### src/rtl/mux_serializer_pkg.sv
// rtl/mux_serializer_pkg.sv - shared types and helpers for the word serializer
//
// Purpose: holds the serializer state encoding, the list of supported word
// widths and the index-width helper shared by the top and the mux tree.
// Ports: none (package).
package mux_serializer_pkg;

  typedef enum logic {
    ST_IDLE  = 1'b0,  // no word held
    ST_SHIFT = 1'b1   // bits of a word being emitted
  } state_t;

  localparam int NUM_LEGAL_WIDTHS = 4;
  localparam int LEGAL_WIDTHS [NUM_LEGAL_WIDTHS] = '{2, 4, 8, 16};

  // Number of index bits (and mux-tree levels) needed for a word width.
  function automatic int idx_width(input int width);
    return $clog2(width);
  endfunction

  function automatic bit width_legal(input int width);
    bit ok;
    ok = 1'b0;
    for (int i = 0; i < NUM_LEGAL_WIDTHS; i++) begin
      if (LEGAL_WIDTHS[i] == width) ok = 1'b1;
    end
    return ok;
  endfunction

endpackage

### src/rtl/mux_serializer_mux_tree.sv
// rtl/mux_serializer_mux_tree.sv - binary tree of 2:1 muxes selecting one word bit
//
// Purpose: picks data[sel] using log2(WIDTH) levels of 2:1 muxes; sel[0]
// steers the first (leaf-side) level, the MSB of sel steers the root.
// Ports:
//   data    - word being serialized
//   sel     - bit index
//   bit_out - selected bit
module mux_tree
  import mux_serializer_pkg::*;
#(
  parameter int WIDTH = 8
) (
  input  logic [WIDTH-1:0]         data,
  input  logic [$clog2(WIDTH)-1:0] sel,
  output logic                     bit_out
);

  localparam int LEVELS = idx_width(WIDTH);

  // Each level halves the candidate set; levels are separate signals so the
  // tree stays a clean acyclic combinational network.
  for (genvar l = 0; l < LEVELS; l++) begin : g_lvl
    logic [(WIDTH >> l)-1:0]     d_in;
    logic [(WIDTH >> (l+1))-1:0] q;

    if (l == 0) begin : g_first
      assign d_in = data;
    end else begin : g_next
      assign d_in = g_lvl[l-1].q;
    end

    for (genvar i = 0; i < (WIDTH >> (l+1)); i++) begin : g_mux
      assign q[i] = sel[l] ? d_in[2*i+1] : d_in[2*i];
    end
  end

  assign bit_out = g_lvl[LEVELS-1].q[0];

endmodule

### src/rtl/mux_serializer.sv
// rtl/mux_serializer.sv - parallel-load, LSB-first word serializer
//
// Purpose: accepts a WIDTH-bit word with a valid/ready handshake and emits it
// one registered bit per enabled clock, supporting back-to-back words.
// Ports:
//   C          - clock, rising edge
//   CLR        - asynchronous active-high reset
//   CE         - clock enable; low holds all state
//   D          - parallel word, bit 0 sent first
//   LOAD_VALID - D holds a word offered for loading
//   LOAD_READY - word on D is accepted on this edge (combinational)
//   O          - registered serial bit
//   O_VALID    - O carries a valid bit
//   LAST       - O carries bit WIDTH-1 of the current word
module mux_serializer
  import mux_serializer_pkg::*;
#(
  parameter int WIDTH = 8
) (
  input  logic             C,
  input  logic             CLR,
  input  logic             CE,
  input  logic [WIDTH-1:0] D,
  input  logic             LOAD_VALID,
  output logic             LOAD_READY,
  output logic             O,
  output logic             O_VALID,
  output logic             LAST
);

  localparam int IW = idx_width(WIDTH);
  localparam logic [IW-1:0] IDX_LAST = IW'(WIDTH - 1);

  state_t           state;
  logic [IW-1:0]    index;
  logic [WIDTH-1:0] word;
  logic             sel_bit;
  logic             accept;

  // Ready while idle or while the final bit is on O, so the next word can
  // follow with no gap. Held low during CLR so nothing is accepted then.
  assign LOAD_READY = CE & ~CLR & ((state == ST_IDLE) | LAST);
  assign accept     = LOAD_VALID & LOAD_READY;

  mux_tree #(.WIDTH(WIDTH)) u_mux_tree (
    .data    (word),
    .sel     (index),
    .bit_out (sel_bit)
  );

  always_ff @(posedge C or posedge CLR) begin
    if (CLR) begin
      state   <= ST_IDLE;
      index   <= '0;
      word    <= '0;
      O       <= 1'b0;
      O_VALID <= 1'b0;
      LAST    <= 1'b0;
    end else if (CE) begin
      if (accept) begin
        // Bit 0 goes straight from D so it appears on the accept edge.
        state   <= ST_SHIFT;
        word    <= D;
        O       <= D[0];
        O_VALID <= 1'b1;
        LAST    <= 1'b0;
        index   <= IW'(1);
      end else if (state == ST_SHIFT) begin
        if (LAST) begin
          state   <= ST_IDLE;
          O_VALID <= 1'b0;
          LAST    <= 1'b0;
        end else begin
          O       <= sel_bit;
          O_VALID <= 1'b1;
          LAST    <= (index == IDX_LAST);
          // Stop at the top index instead of wrapping; the next accept
          // reloads it anyway.
          if (index != IDX_LAST) index <= index + IW'(1);
        end
      end
    end
  end

endmodule

### config.mk
export PLATFORM = sky130hd
export DESIGN_NAME = mux_serializer
export DESIGN_NICKNAME = d
export VERILOG_FILES = /design/src/rtl/mux_serializer_pkg.sv /design/src/rtl/mux_serializer_mux_tree.sv /design/src/rtl/mux_serializer.sv
export SDC_FILE = /design/constraint.sdc
export NUM_CORES = 1
export LEC_CHECK = 0
export BUFFER_PORTS_ARGS = -buffer_cell sky130_fd_sc_hd__buf_2
export CAP_MARGIN = 20
export CORE_MARGIN = 2
export CORE_UTILIZATION = 46
export CTS_CLUSTER_SIZE = 40
export DETAILED_ROUTE_END_ITERATION = 10
export GPL_TIMING_DRIVEN = 0
export MAX_ROUTING_LAYER = met4
export PLACE_DENSITY = 0.72
export SLEW_MARGIN = 20
export SYNTH_ARGS = -nofsm -noshare
export SYNTH_HDL_FRONTEND = slang
export SYNTH_SLANG_ARGS = --single-unit
### constraint.sdc
create_clock -name C -period 1.4 [get_ports C]
set_clock_uncertainty 0.2 [all_clocks]
set_input_delay 0.21 -clock C [delete_from_list [all_inputs] [get_ports C]]
set_output_delay 0.21 -clock C [all_outputs]
set_load 0.01 [all_outputs]
# Word level (Yosys, flattened, before mapping)
# Index checks and enable logic that the tools add are counted.
[word_totals]
register_bits = 15
latch_bits = 0
ram_bits = 0
romBits = 0
in_bits = 12
output_inout_bits = 4
elab_cells = 44
n_memories = 0
[op_classes]
addsub = 1
n_mul = 0
div = 0
order_cmp = 0
eq_ne = 3
n_shift = 0
mux = 22
bitwise = 6
reduce_logical = 6
[op_table]
columns = ["op", "n"]
rows = [
  ["2-to-1 mux 1 bit", 18],
  ["2-to-1 mux 3 bit", 4],
  ["AND reduction 2 bit", 2],
  ["AND reduction 4 bit", 1],
  ["nonzero test 2 bit", 2],
  ["adder 3 x 1 -> 3 bit, second input constant", 1],
  ["bitwise AND 1 bit", 3],
  ["== test 3 bit, second input constant", 1],
  ["inequality test 3 bit, second input constant", 1],
  ["AND reduction 3 bit", 1],
  ["inequality test 2 x 1 -> 1 bit, second input constant", 1],
  ["inverter 1 bit", 2],
  ["OR 1 bit", 1],
]

# Depth between registers and ports, before layout
# Gate-level depths: netlist (run 1).
[depth]
ltp_word = 6
depth_mapped = 6
mapped_depth_nobuf = 6

# Cells and area by module
# Synthesis (run 1) repeated with hierarchy kept, for this count alone.
[unflattened]
cells_unflattened = 57
area_unflattened_um2 = 764.5
[modules_own_cells]
columns = ["mod", "instances", "cells_per_inst", "area_per_inst_um2", "seq_area_each_um2"]
rows = [
  ["mux_serializer", 1, 54, 700.7, 375.4],
  ["mux_tree", 1, 3, 63.8, 0.0],
]

# Least setup slack after synthesis (run 1)
# No wires, ideal clock.
[synth_path]
path_type = "register -> register"
start = "register index[0]"
end = "register index[0]"
setup_ns = 0.134
t_arrival_ns = 1.204
t_required_ns = 1.066
path_slack_ns = -0.139
path_stages_with_launch = 7
n_path_buf = 0
period_less_slack_ns = 1.539
path_cell_list = "dfrtp_1 > ha_1 > ha_1 > nor2b_1 > mux2i_1 > nor2_1 > a21oi_1"
[synth_via]
elab_chain_cells = 5
elab_cells_between_ends = 8
cone_classes = "add/sub (1); eq/ne (1); mux (4); reduce/logical (2)"
[synth_lines]
columns = ["item", "line_no", "source"]
rows = [
  ["from (decl)", "mux_serializer.sv:35", "logic [IW-1:0] index;"],
  ["from (signal assigned)", "mux_serializer.sv:79", "if (index != IDX_LAST) index <= index + IW'(1);"],
  ["adder 3 x 1 -> 3 bit", "mux_serializer.sv:79", ""],
  ["2-to-1 mux 3 bit", "mux_serializer.sv:79", ""],
  ["2-to-1 mux 3 bit", "mux_serializer.sv:69", "if (LAST) begin"],
  ["2-to-1 mux 3 bit", "mux_serializer.sv:68", "end else if (state == ST_SHIFT) begin"],
  ["2-to-1 mux 3 bit", "mux_serializer.sv:60", "if (accept) begin"],
]
# Parallel ways exist; a longest one is shown, timed or not. The select of a mux whose other input is x is not followed.
# A chain may end at the register's enable or synchronous reset.

# Worst setup path after layout (run 1)
[layout_path]
start = "register index[2]"
end = "register O"
[layout_via]
elab_chain_cells = 4
[layout_lines]
columns = ["item", "line_no", "source"]
rows = [
  ["2-to-1 mux 1 bit", "mux_serializer_mux_tree.sv:34", "assign q[i] = sel[l] ? d_in[2*i+1] : d_in[2*i];"],
  ["2-to-1 mux 1 bit", "mux_serializer.sv:69", ""],
  ["2-to-1 mux 1 bit", "mux_serializer.sv:68", ""],
  ["2-to-1 mux 1 bit", "mux_serializer.sv:60", ""],
  ["to (signal assigned)", "mux_serializer.sv:64", "O <= D[0];"],
  ["to (signal assigned)", "mux_serializer.sv:74", "O <= sel_bit;"],
  ["to (decl)", "mux_serializer.sv:26", "output logic O,"],
]
# Every way passes these cells. The select of a mux whose other input is x is not followed.

==> impl_metrics.xml, run 1 <==
<?xml version="1.0" encoding="UTF-8"?>
<metrics>
  <group name="drt">
    <metric name="via_per_inst" unit="">5.30</metric>
    <metric name="dr.pass1.iters" unit="">4</metric>
    <metric name="num_vias" unit="">594</metric>
    <metric name="met3RoutedLength" unit="um">40</metric>
    <metric name="drtIter0Drc" unit="">4</metric>
    <metric name="wl" unit="um">1520</metric>
    <metric name="wl_per_cell" unit="um">13.5</metric>
    <metric name="wirelength_met1" unit="um">697</metric>
    <metric name="detailroute.wirelength.met2" unit="um">736</metric>
    <metric name="routed.top_layer" unit="">met4</metric>
    <metric name="number_of_antenna_violating_nets_in_the_routed_design" unit="">0</metric>
    <metric name="route.detailed.drc" unit="">0</metric>
  </group>
  <group name="critical_path">
    <metric name="cp-startpoint" unit="">index[2]$_DFFE_PP0P_</metric>
    <metric name="cp_num_buf_inv" unit="">0</metric>
    <metric name="crit_arrival" unit="ps">1520</metric>
    <metric name="crit_path_end_kind" unit="">flop</metric>
    <metric name="critical_path.top_delay_family" unit="">simple AND/OR/NAND/NOR gates</metric>
    <metric name="critPathMaxStageDelay" unit="ps">420</metric>
    <metric name="critical_path_required" unit="ps">1370</metric>
    <metric name="cp_cell_sequence" unit="">mux2_4, or3_1, nand4_1, o221ai_2</metric>
    <metric name="worst-path-max-fanout" unit="">2</metric>
    <metric name="startpoint_type" unit="">flop</metric>
    <metric name="cpMaxStageDelayCell" unit="">sky130_fd_sc_hd__dfrtp_2</metric>
    <metric name="timing.setup.critical_path_class" unit="">flop to flop</metric>
    <metric name="worst_r2r_startpoint" unit="">index[2]$_DFFE_PP0P_</metric>
  </group>
  <group name="finish">
    <metric name="final_core_util" unit="%">70.8</metric>
    <metric name="share_of_post_route_cells_with_drive_strength_above_1" unit="%">46.9</metric>
    <metric name="antenna-diode-count" unit="">0</metric>
    <metric name="num-fill-cells" unit="">102</metric>
    <metric name="nets" unit="">111</metric>
    <metric name="layout-area-overhead-vs-synth" unit="%">45.6</metric>
  </group>
  <group name="timing">
    <metric name="final_max_slew_viol_count" unit="">0</metric>
    <metric name="fmaxAchievable" unit="MHz">647</metric>
    <metric name="hold_violations" unit="">0</metric>
    <metric name="grt_setup_unrepaired" unit="">yes</metric>
    <metric name="final.min_clock_period" unit="ps">1550</metric>
    <metric name="setup_violations" unit="">13</metric>
    <metric name="worst_slack" unit="ps">-146</metric>
    <metric name="hold_ws" unit="ps">26.7</metric>
    <metric name="slew_headroom" unit="%">54.0</metric>
    <metric name="final_min_period_over_clock_period" unit="%">110</metric>
    <metric name="tightest_slew" unit="ps">690</metric>
  </group>
  <group name="power_and_ir_drop">
    <metric name="cell_internal_power_dissipation" unit="W">0.00128</metric>
    <metric name="power_density" unit="nW/um2">1810</metric>
    <metric name="power.leakage" unit="nW">0.504</metric>
    <metric name="clk_network_pwr_share" unit="%">13.0</metric>
    <metric name="totalPowerFinal" unit="W">0.00193</metric>
    <metric name="highest_ir_drop_seen_on_vdd" unit="V">0.00119</metric>
    <metric name="p_sw_share" unit="%">33.5</metric>
    <metric name="power.share.sequential" unit="%">40.0</metric>
    <metric name="power_switching" unit="W">0.000647</metric>
    <metric name="combinationalPowerShare" unit="%">47.0</metric>
  </group>
  <group name="run_status">
    <metric name="outcome" unit="">finished with violations</metric>
    <metric name="failed_checks" unit="">negative setup slack</metric>
  </group>
  <group name="yosys">
    <metric name="synth_fp_nets" unit="">76</metric>
    <metric name="ys_seq_elements" unit="">15</metric>
    <metric name="synth-seq-area-share" unit="%">51.3</metric>
    <metric name="syn_area" unit="um2">732</metric>
    <metric name="syn_avg_cell_area" unit="um2">11.8</metric>
    <metric name="synth_top_cell_area_share" unit="%">51.3</metric>
    <metric name="yosys.cell_types.count" unit="">24</metric>
    <metric name="synthCells" unit="">62</metric>
    <metric name="synth_largest_area_cell" unit="">sky130_fd_sc_hd__dfrtp_1</metric>
    <metric name="synth_warnings" unit="">0</metric>
    <metric name="yosys-top-cells-area" unit="">sky130_fd_sc_hd__dfrtp_1 51%, sky130_fd_sc_hd__mux2_2 11%, sky130_fd_sc_hd__mux4_1 3.6%</metric>
  </group>
  <group name="grt">
    <metric name="groute.usage.overall" unit="%">17.7</metric>
    <metric name="grt_first_pass_wirelength" unit="um">2330</metric>
    <metric name="grt_start_max_net_pins" unit="">16</metric>
    <metric name="antenna_found_initial" unit="">0</metric>
    <metric name="overflow" unit="">0</metric>
    <metric name="first_global_vias" unit="">572</metric>
  </group>
  <group name="clock_network">
    <metric name="clock_tree_from_tritoncts" unit="">yes</metric>
    <metric name="insertion_delay" unit="ps">280</metric>
    <metric name="clk_pin_slew_worst_paths" unit="ps">90</metric>
    <metric name="cts_num_sinks" unit="">15</metric>
    <metric name="h_tree_levels" unit="">1</metric>
    <metric name="clockBufferDepth" unit="">2</metric>
    <metric name="clock-root-buffer" unit="">sky130_fd_sc_hd__clkbuf_4</metric>
    <metric name="cts_inserted_buffers" unit="">3</metric>
  </group>
  <group name="floorplanning">
    <metric name="floorplan.core_area" unit="um2">1510</metric>
    <metric name="ioPinCount" unit="">16</metric>
    <metric name="die_height" unit="um">43.9</metric>
    <metric name="dieArea" unit="um2">1930</metric>
    <metric name="initial_utilization" unit="%">48.6</metric>
    <metric name="core.rowCount" unit="">14</metric>
    <metric name="floorplan.die.width" unit="um">43.9</metric>
  </group>
  <group name="flow_run">
    <metric name="max-cap-violations" unit="">0</metric>
  </group>
  <group name="placed_design">
    <metric name="routability_congestion_estimate" unit="">0.702</metric>
    <metric name="place.port_buffers" unit="">14</metric>
    <metric name="place_hpwl" unit="um">949</metric>
  </group>
  <group name="hold_path">
    <metric name="min-delay-path-class" unit="">primary input to async pin</metric>
  </group>
</metrics>
-- final timing paths --
| check | depth (start not counted) | slack [ps] | endpoint |
|---|---|---|---|
| setup / recovery | 4 | -150 | O$_DFFE_PP0P_ |
| hold / removal | 3 | 30 | O_VALID$_DFFE_PP0P_ |
| setup reg to reg | 4 | -150 | O$_DFFE_PP0P_ |
| hold reg to reg | 2 | 300 | O$_DFFE_PP0P_ |
| max in group asynchronous | 3 | 500 | index[2]$_DFFE_PP0P_ |
| min in group C | 3 | 50 | O$_DFFE_PP0P_ |
-- power by group through the flow --
stage                     sequential, W  clock [W]  combinational [W]
after global routing           0.000795   0.000265           0.000996
after detailed placement       0.000804          0           0.000626
after CTS                      0.000759   0.000253           0.000851
final                          0.000772   0.000250           0.000906
after global placement         0.000794          0           0.000603
after floorplan                0.000773          0           0.000494
-- sequential cells by signal, summed over array words and instances, names as in the netlist --
register,flops
word,8
index,3
LAST,1
O,1
O_VALID,1
state,1
-- cells in the mapped netlist, drive strengths merged --
cell type and instances:
nor2 3, and2b 1, clkbuf 1, mux2i 2
and3 1, o221ai 1, a32o 1, nand2b 1
a22oi 3, nand2 5, dfrtp 15, mux4 1
nor2b 2, nand3 2, a22o 1, or3 1
mux2 8, a21oi 1, nand4 1, ha 2
inv 4, o21ai 5
-- layout make-up --
class	count	area [um2]	share of cell area (%)
multi-input combinational	42	399	37.4
sequential	15	379	35.6
timing repair buffer	30	219	20.5
clock buffer	4	26.3	2.46
tap	16	20.0	1.88
inverter	4	18.8	1.76
buffer	1	3.75	0.352
-- cells in the final DEF (no fill, tap or decap), types with 2 or more instances in the layout --
cell	instances
sky130_fd_sc_hd__inv_1	3
sky130_fd_sc_hd__nor2_1	3
sky130_fd_sc_hd__ha_4	2
sky130_fd_sc_hd__dlygate4sd3_1	7
sky130_fd_sc_hd__buf_2	13
sky130_fd_sc_hd__nand2_1	5
sky130_fd_sc_hd__a22oi_1	2
sky130_fd_sc_hd__clkbuf_1	2
sky130_fd_sc_hd__dfrtp_1	12
sky130_fd_sc_hd__mux2_2	7
sky130_fd_sc_hd__buf_4	8
sky130_fd_sc_hd__mux2i_1	2
sky130_fd_sc_hd__o21ai_1	3
sky130_fd_sc_hd__clkbuf_4	3
sky130_fd_sc_hd__o21ai_0	2
sky130_fd_sc_hd__dfrtp_2	3
-- metrics by stage --
| stage | cell area, um2 | setup TNS, ps | setup slack (ps) | instances |
|---|---|---|---|---|
| 6_report | 1070 | -1050 | -146 | 112 |
| 5_1_grt | 1070 | -1600 | -184 | 112 |
| 4_1_cts | 1020 | -1090 | -141 | 110 |
| 3_5_place_dp | 843 | -1340 | -226 | 92 |
| 3_3_place_gp | 843 | -1250 | -217 | 92 |
| 2_1_floorplan | 753 | -327 | -130 | 62 |
-- worst reg2reg max path: cells and delay by family (launching register included) --
kind            cells  cell delay (ps)
simple gates        2              440
compound gates      1               90
flops               1              420
mux                 1              290
-- per-layer routing --
layer  vias to the layer above  GRT usage (%)
li1                        295              -
met1                       283           20.8
met2                        12           27.4
met3                         4           3.75
met4                         0           10.9
met5                         -              -
-- what timing repair did --
| item | CTS | global route |
|---|---|---|
| pin swaps | 0 | 2 |
| setup buffers | 6 | 2 |
| hold buffers | 8 | 0 |
| gates resized for setup | 10 | 6 |
| hold endpoints to repair | 22 | 0 |
| endpoints found under the setup margin | 13 | 14 |
-- cells by family (layout without fill, tap and decap cells) --
| logic type | after synthesis | count (layout) | synth area share, % |
|---|---|---|---|
| AND/OR/NAND/NOR | 17 | 17 | 12.3 |
| flip-flops | 15 | 15 | 51.3 |
| AO/OA/AOI/OAI | 12 | 12 | 11.8 |
| multiplexers | 11 | 11 | 18.6 |
| buffers and inverters | 5 | 39 | 2.56 |
| adder cells (fa/ha/maj) | 2 | 2 | 3.42 |
Power figures use the tool's default switching activity.
==> inputs of run 2 (changes only) <==
- CORE_UTILIZATION: 46 -> 45
- PLACE_DENSITY: 0.72 -> 0.71
==> impl_metrics.xml, run 2 (synthesis gave the netlist of run 1 again) <==
<?xml version="1.0" encoding="UTF-8"?>
<metrics>
  <group name="run_status">
    <metric name="outcome" unit="">finished with violations</metric>
    <metric name="failed_checks" unit="">negative setup slack</metric>
  </group>
  <group name="clock_network">
    <metric name="clockBufferDepth" unit="">2</metric>
    <metric name="clock-root-buffer" unit="">sky130_fd_sc_hd__clkbuf_4</metric>
    <metric name="cts_inserted_buffers" unit="">3</metric>
    <metric name="clk_pin_slew_worst_paths" unit="ps">90</metric>
    <metric name="h_tree_levels" unit="">1</metric>
    <metric name="cts_num_sinks" unit="">15</metric>
    <metric name="clock_tree_from_tritoncts" unit="">yes</metric>
    <metric name="insertion_delay" unit="ps">290</metric>
  </group>
  <group name="grt">
    <metric name="gr-usage-met1" unit="%">25.7</metric>
    <metric name="grt_start_max_net_pins" unit="">16</metric>
    <metric name="gr-max-usage-layer" unit="">met2</metric>
    <metric name="grt_first_pass_wirelength" unit="um">2700</metric>
    <metric name="grt_util_met3" unit="%">2.45</metric>
    <metric name="grt_util_met2" unit="%">32.1</metric>
    <metric name="groute.usage.overall" unit="%">20.4</metric>
    <metric name="overflow" unit="">0</metric>
    <metric name="antenna_found_initial" unit="">0</metric>
    <metric name="first_global_vias" unit="">614</metric>
  </group>
  <group name="placed_design">
    <metric name="preCtsSetupSlack" unit="ps">-235</metric>
    <metric name="routability_congestion_estimate" unit="">0.684</metric>
    <metric name="place.port_buffers" unit="">14</metric>
    <metric name="place_hpwl" unit="um">952</metric>
  </group>
  <group name="power_and_ir_drop">
    <metric name="power.leakage" unit="nW">0.532</metric>
    <metric name="highest_ir_drop_seen_on_vdd" unit="V">0.00121</metric>
    <metric name="power_density" unit="nW/um2">1850</metric>
  </group>
  <group name="finish">
    <metric name="nets" unit="">114</metric>
    <metric name="top_register" unit="">word</metric>
    <metric name="layout_commonest_cell" unit="">sky130_fd_sc_hd__buf_2</metric>
    <metric name="layout-area-overhead-vs-synth" unit="%">51.8</metric>
    <metric name="final_cell_mix" unit="">13 x sky130_fd_sc_hd__buf_2, 12 x sky130_fd_sc_hd__dfrtp_1, 9 x sky130_fd_sc_hd__buf_4</metric>
    <metric name="reg.largest.list" unit="">word (8), index (3)</metric>
    <metric name="share_of_post_route_cells_with_drive_strength_above_1" unit="%">50.5</metric>
    <metric name="antenna-diode-count" unit="">0</metric>
    <metric name="largest_reg_flops" unit="">8</metric>
  </group>
  <group name="drt">
    <metric name="number_of_antenna_violating_nets_in_the_routed_design" unit="">0</metric>
    <metric name="num_vias" unit="">620</metric>
    <metric name="drtIter0Drc" unit="">9</metric>
    <metric name="via_per_inst" unit="">5.39</metric>
    <metric name="wl" unit="um">1620</metric>
    <metric name="wl_per_cell" unit="um">14.1</metric>
    <metric name="dr.pass1.iters" unit="">4</metric>
    <metric name="route.detailed.drc" unit="">0</metric>
  </group>
  <group name="timing">
    <metric name="worst_slack" unit="ps">-165</metric>
    <metric name="final_min_period_over_clock_period" unit="%">112</metric>
    <metric name="grt_setup_unrepaired" unit="">yes</metric>
    <metric name="final.min_clock_period" unit="ps">1560</metric>
    <metric name="slew_headroom" unit="%">54.9</metric>
    <metric name="hold_ws" unit="ps">20.4</metric>
    <metric name="fin_tns_setup" unit="ps">-1090</metric>
    <metric name="hold_violations" unit="">0</metric>
    <metric name="tightest_slew" unit="ps">677</metric>
    <metric name="setup_violations" unit="">14</metric>
    <metric name="fmaxAchievable" unit="MHz">639</metric>
    <metric name="final_max_slew_viol_count" unit="">0</metric>
  </group>
  <group name="hold_path">
    <metric name="hold_end" unit="">word[0]$_DFFE_PP0P_</metric>
    <metric name="min-delay-path-class" unit="">primary input to flop</metric>
    <metric name="timing.hold.worst_path_depth" unit="">3</metric>
    <metric name="worstHoldStart" unit="">D[0]</metric>
  </group>
  <group name="critical_path">
    <metric name="crit_path_end_kind" unit="">flop</metric>
    <metric name="crit_arrival" unit="ps">1540</metric>
    <metric name="critical_path_required" unit="ps">1370</metric>
    <metric name="startpoint_type" unit="">flop</metric>
    <metric name="r2r_setup_slack" unit="ps">-160</metric>
    <metric name="critPathMaxStageDelay" unit="ps">450</metric>
    <metric name="cpMaxStageDelayCell" unit="">sky130_fd_sc_hd__dfrtp_2</metric>
    <metric name="timing.setup.critical_path_class" unit="">flop to flop</metric>
    <metric name="cp_cell_sequence" unit="">mux2_4, or3_1, nand4_1, o221ai_2</metric>
    <metric name="worst-path-max-fanout" unit="">3</metric>
    <metric name="worst_r2r_startpoint" unit="">index[2]$_DFFE_PP0P_</metric>
    <metric name="reg2reg_to" unit="">O$_DFFE_PP0P_</metric>
    <metric name="worstRegToRegCells" unit="">4</metric>
  </group>
  <group name="floorplanning">
    <metric name="floorplan.core_area" unit="um2">1520</metric>
    <metric name="core.rowCount" unit="">14</metric>
    <metric name="ioPinCount" unit="">16</metric>
    <metric name="die_height" unit="um">44.3</metric>
    <metric name="dieArea" unit="um2">1970</metric>
    <metric name="floorplan.die.width" unit="um">44.3</metric>
    <metric name="initial_utilization" unit="%">48.0</metric>
  </group>
  <group name="flow_run">
    <metric name="max-cap-violations" unit="">0</metric>
  </group>
</metrics>
## run 2: routing by layer
layer / vias to the layer above / share of wire (%)
met5: - / 0
met4: 0 / 2.3
met3: 5 / 2.6
met2: 12 / 49
met1: 300 / 46
li1: 303 / -
## run 2: repair_timing
| action | in CTS | in global routing |
|---|---|---|
| endpoints found under the setup margin | 13 | 29 |
| cloned | 0 | 0 |
| endpoints found under the hold margin | 22 | 0 |
| setup buffers | 8 | 3 |
| hold buffers | 8 | 0 |
| pin swaps | 0 | 2 |
| gates resized for setup | 14 | 8 |
## run 2: cell type report
| class | instances | area (um2) |
|---|---|---|
| buffer | 1 | 3.75 |
| clock buffer | 4 | 26.3 |
| fill | 103 | 413 |
| inverter | 4 | 18.8 |
| multi-input combinational | 42 | 414 |
| sequential | 15 | 379 |
| tap | 16 | 20.0 |
| timing repair buffer | 33 | 249 |
## run 2: critical path: cells and delay by family, from the launching register on
| family | cells | cell delay (ps) |
|---|---|---|
| AOI/OAI and AO/OA | 1 | 90 |
| DFF | 1 | 450 |
| muxes | 1 | 290 |
| and+or+nand+nor | 2 | 420 |
## run 2: stage by stage
stage               power [W]  utilization (%)  area, um2  cells
global route          0.00219             72.9       1110    115
floorplan             0.00127                -        753     62
global placement      0.00140             55.3        843     92
detailed placement    0.00143             55.3        843     92
CTS                   0.00191             69.5       1060    112
finish                0.00206             72.9       1110    115
## run 2: worst max-delay path by stage
stage	from	endpoint	slack, ps	depth (start not counted)
floorplan	index[2]$_DFFE_PP0P_	O$_DFFE_PP0P_	-130	4
global placement	index[2]$_DFFE_PP0P_	O$_DFFE_PP0P_	-220	4
detailed placement	index[1]$_DFFE_PP0P_	index[0]$_DFFE_PP0P_	-230	6
CTS	index[2]$_DFFE_PP0P_	O$_DFFE_PP0P_	-160	4
global route	index[2]$_DFFE_PP0P_	O$_DFFE_PP0P_	-190	4
finish	index[2]$_DFFE_PP0P_	O$_DFFE_PP0P_	-160	4
## run 2: report_power, final
group	internal, W	switching [W]	leakage, nW
Sequential	0.000638	0.000145	0.176
Clock	0.000111	0.000142	0.0150
Combinational	0.000617	0.000403	0.341
Total	0.00137	0.000690	0.532
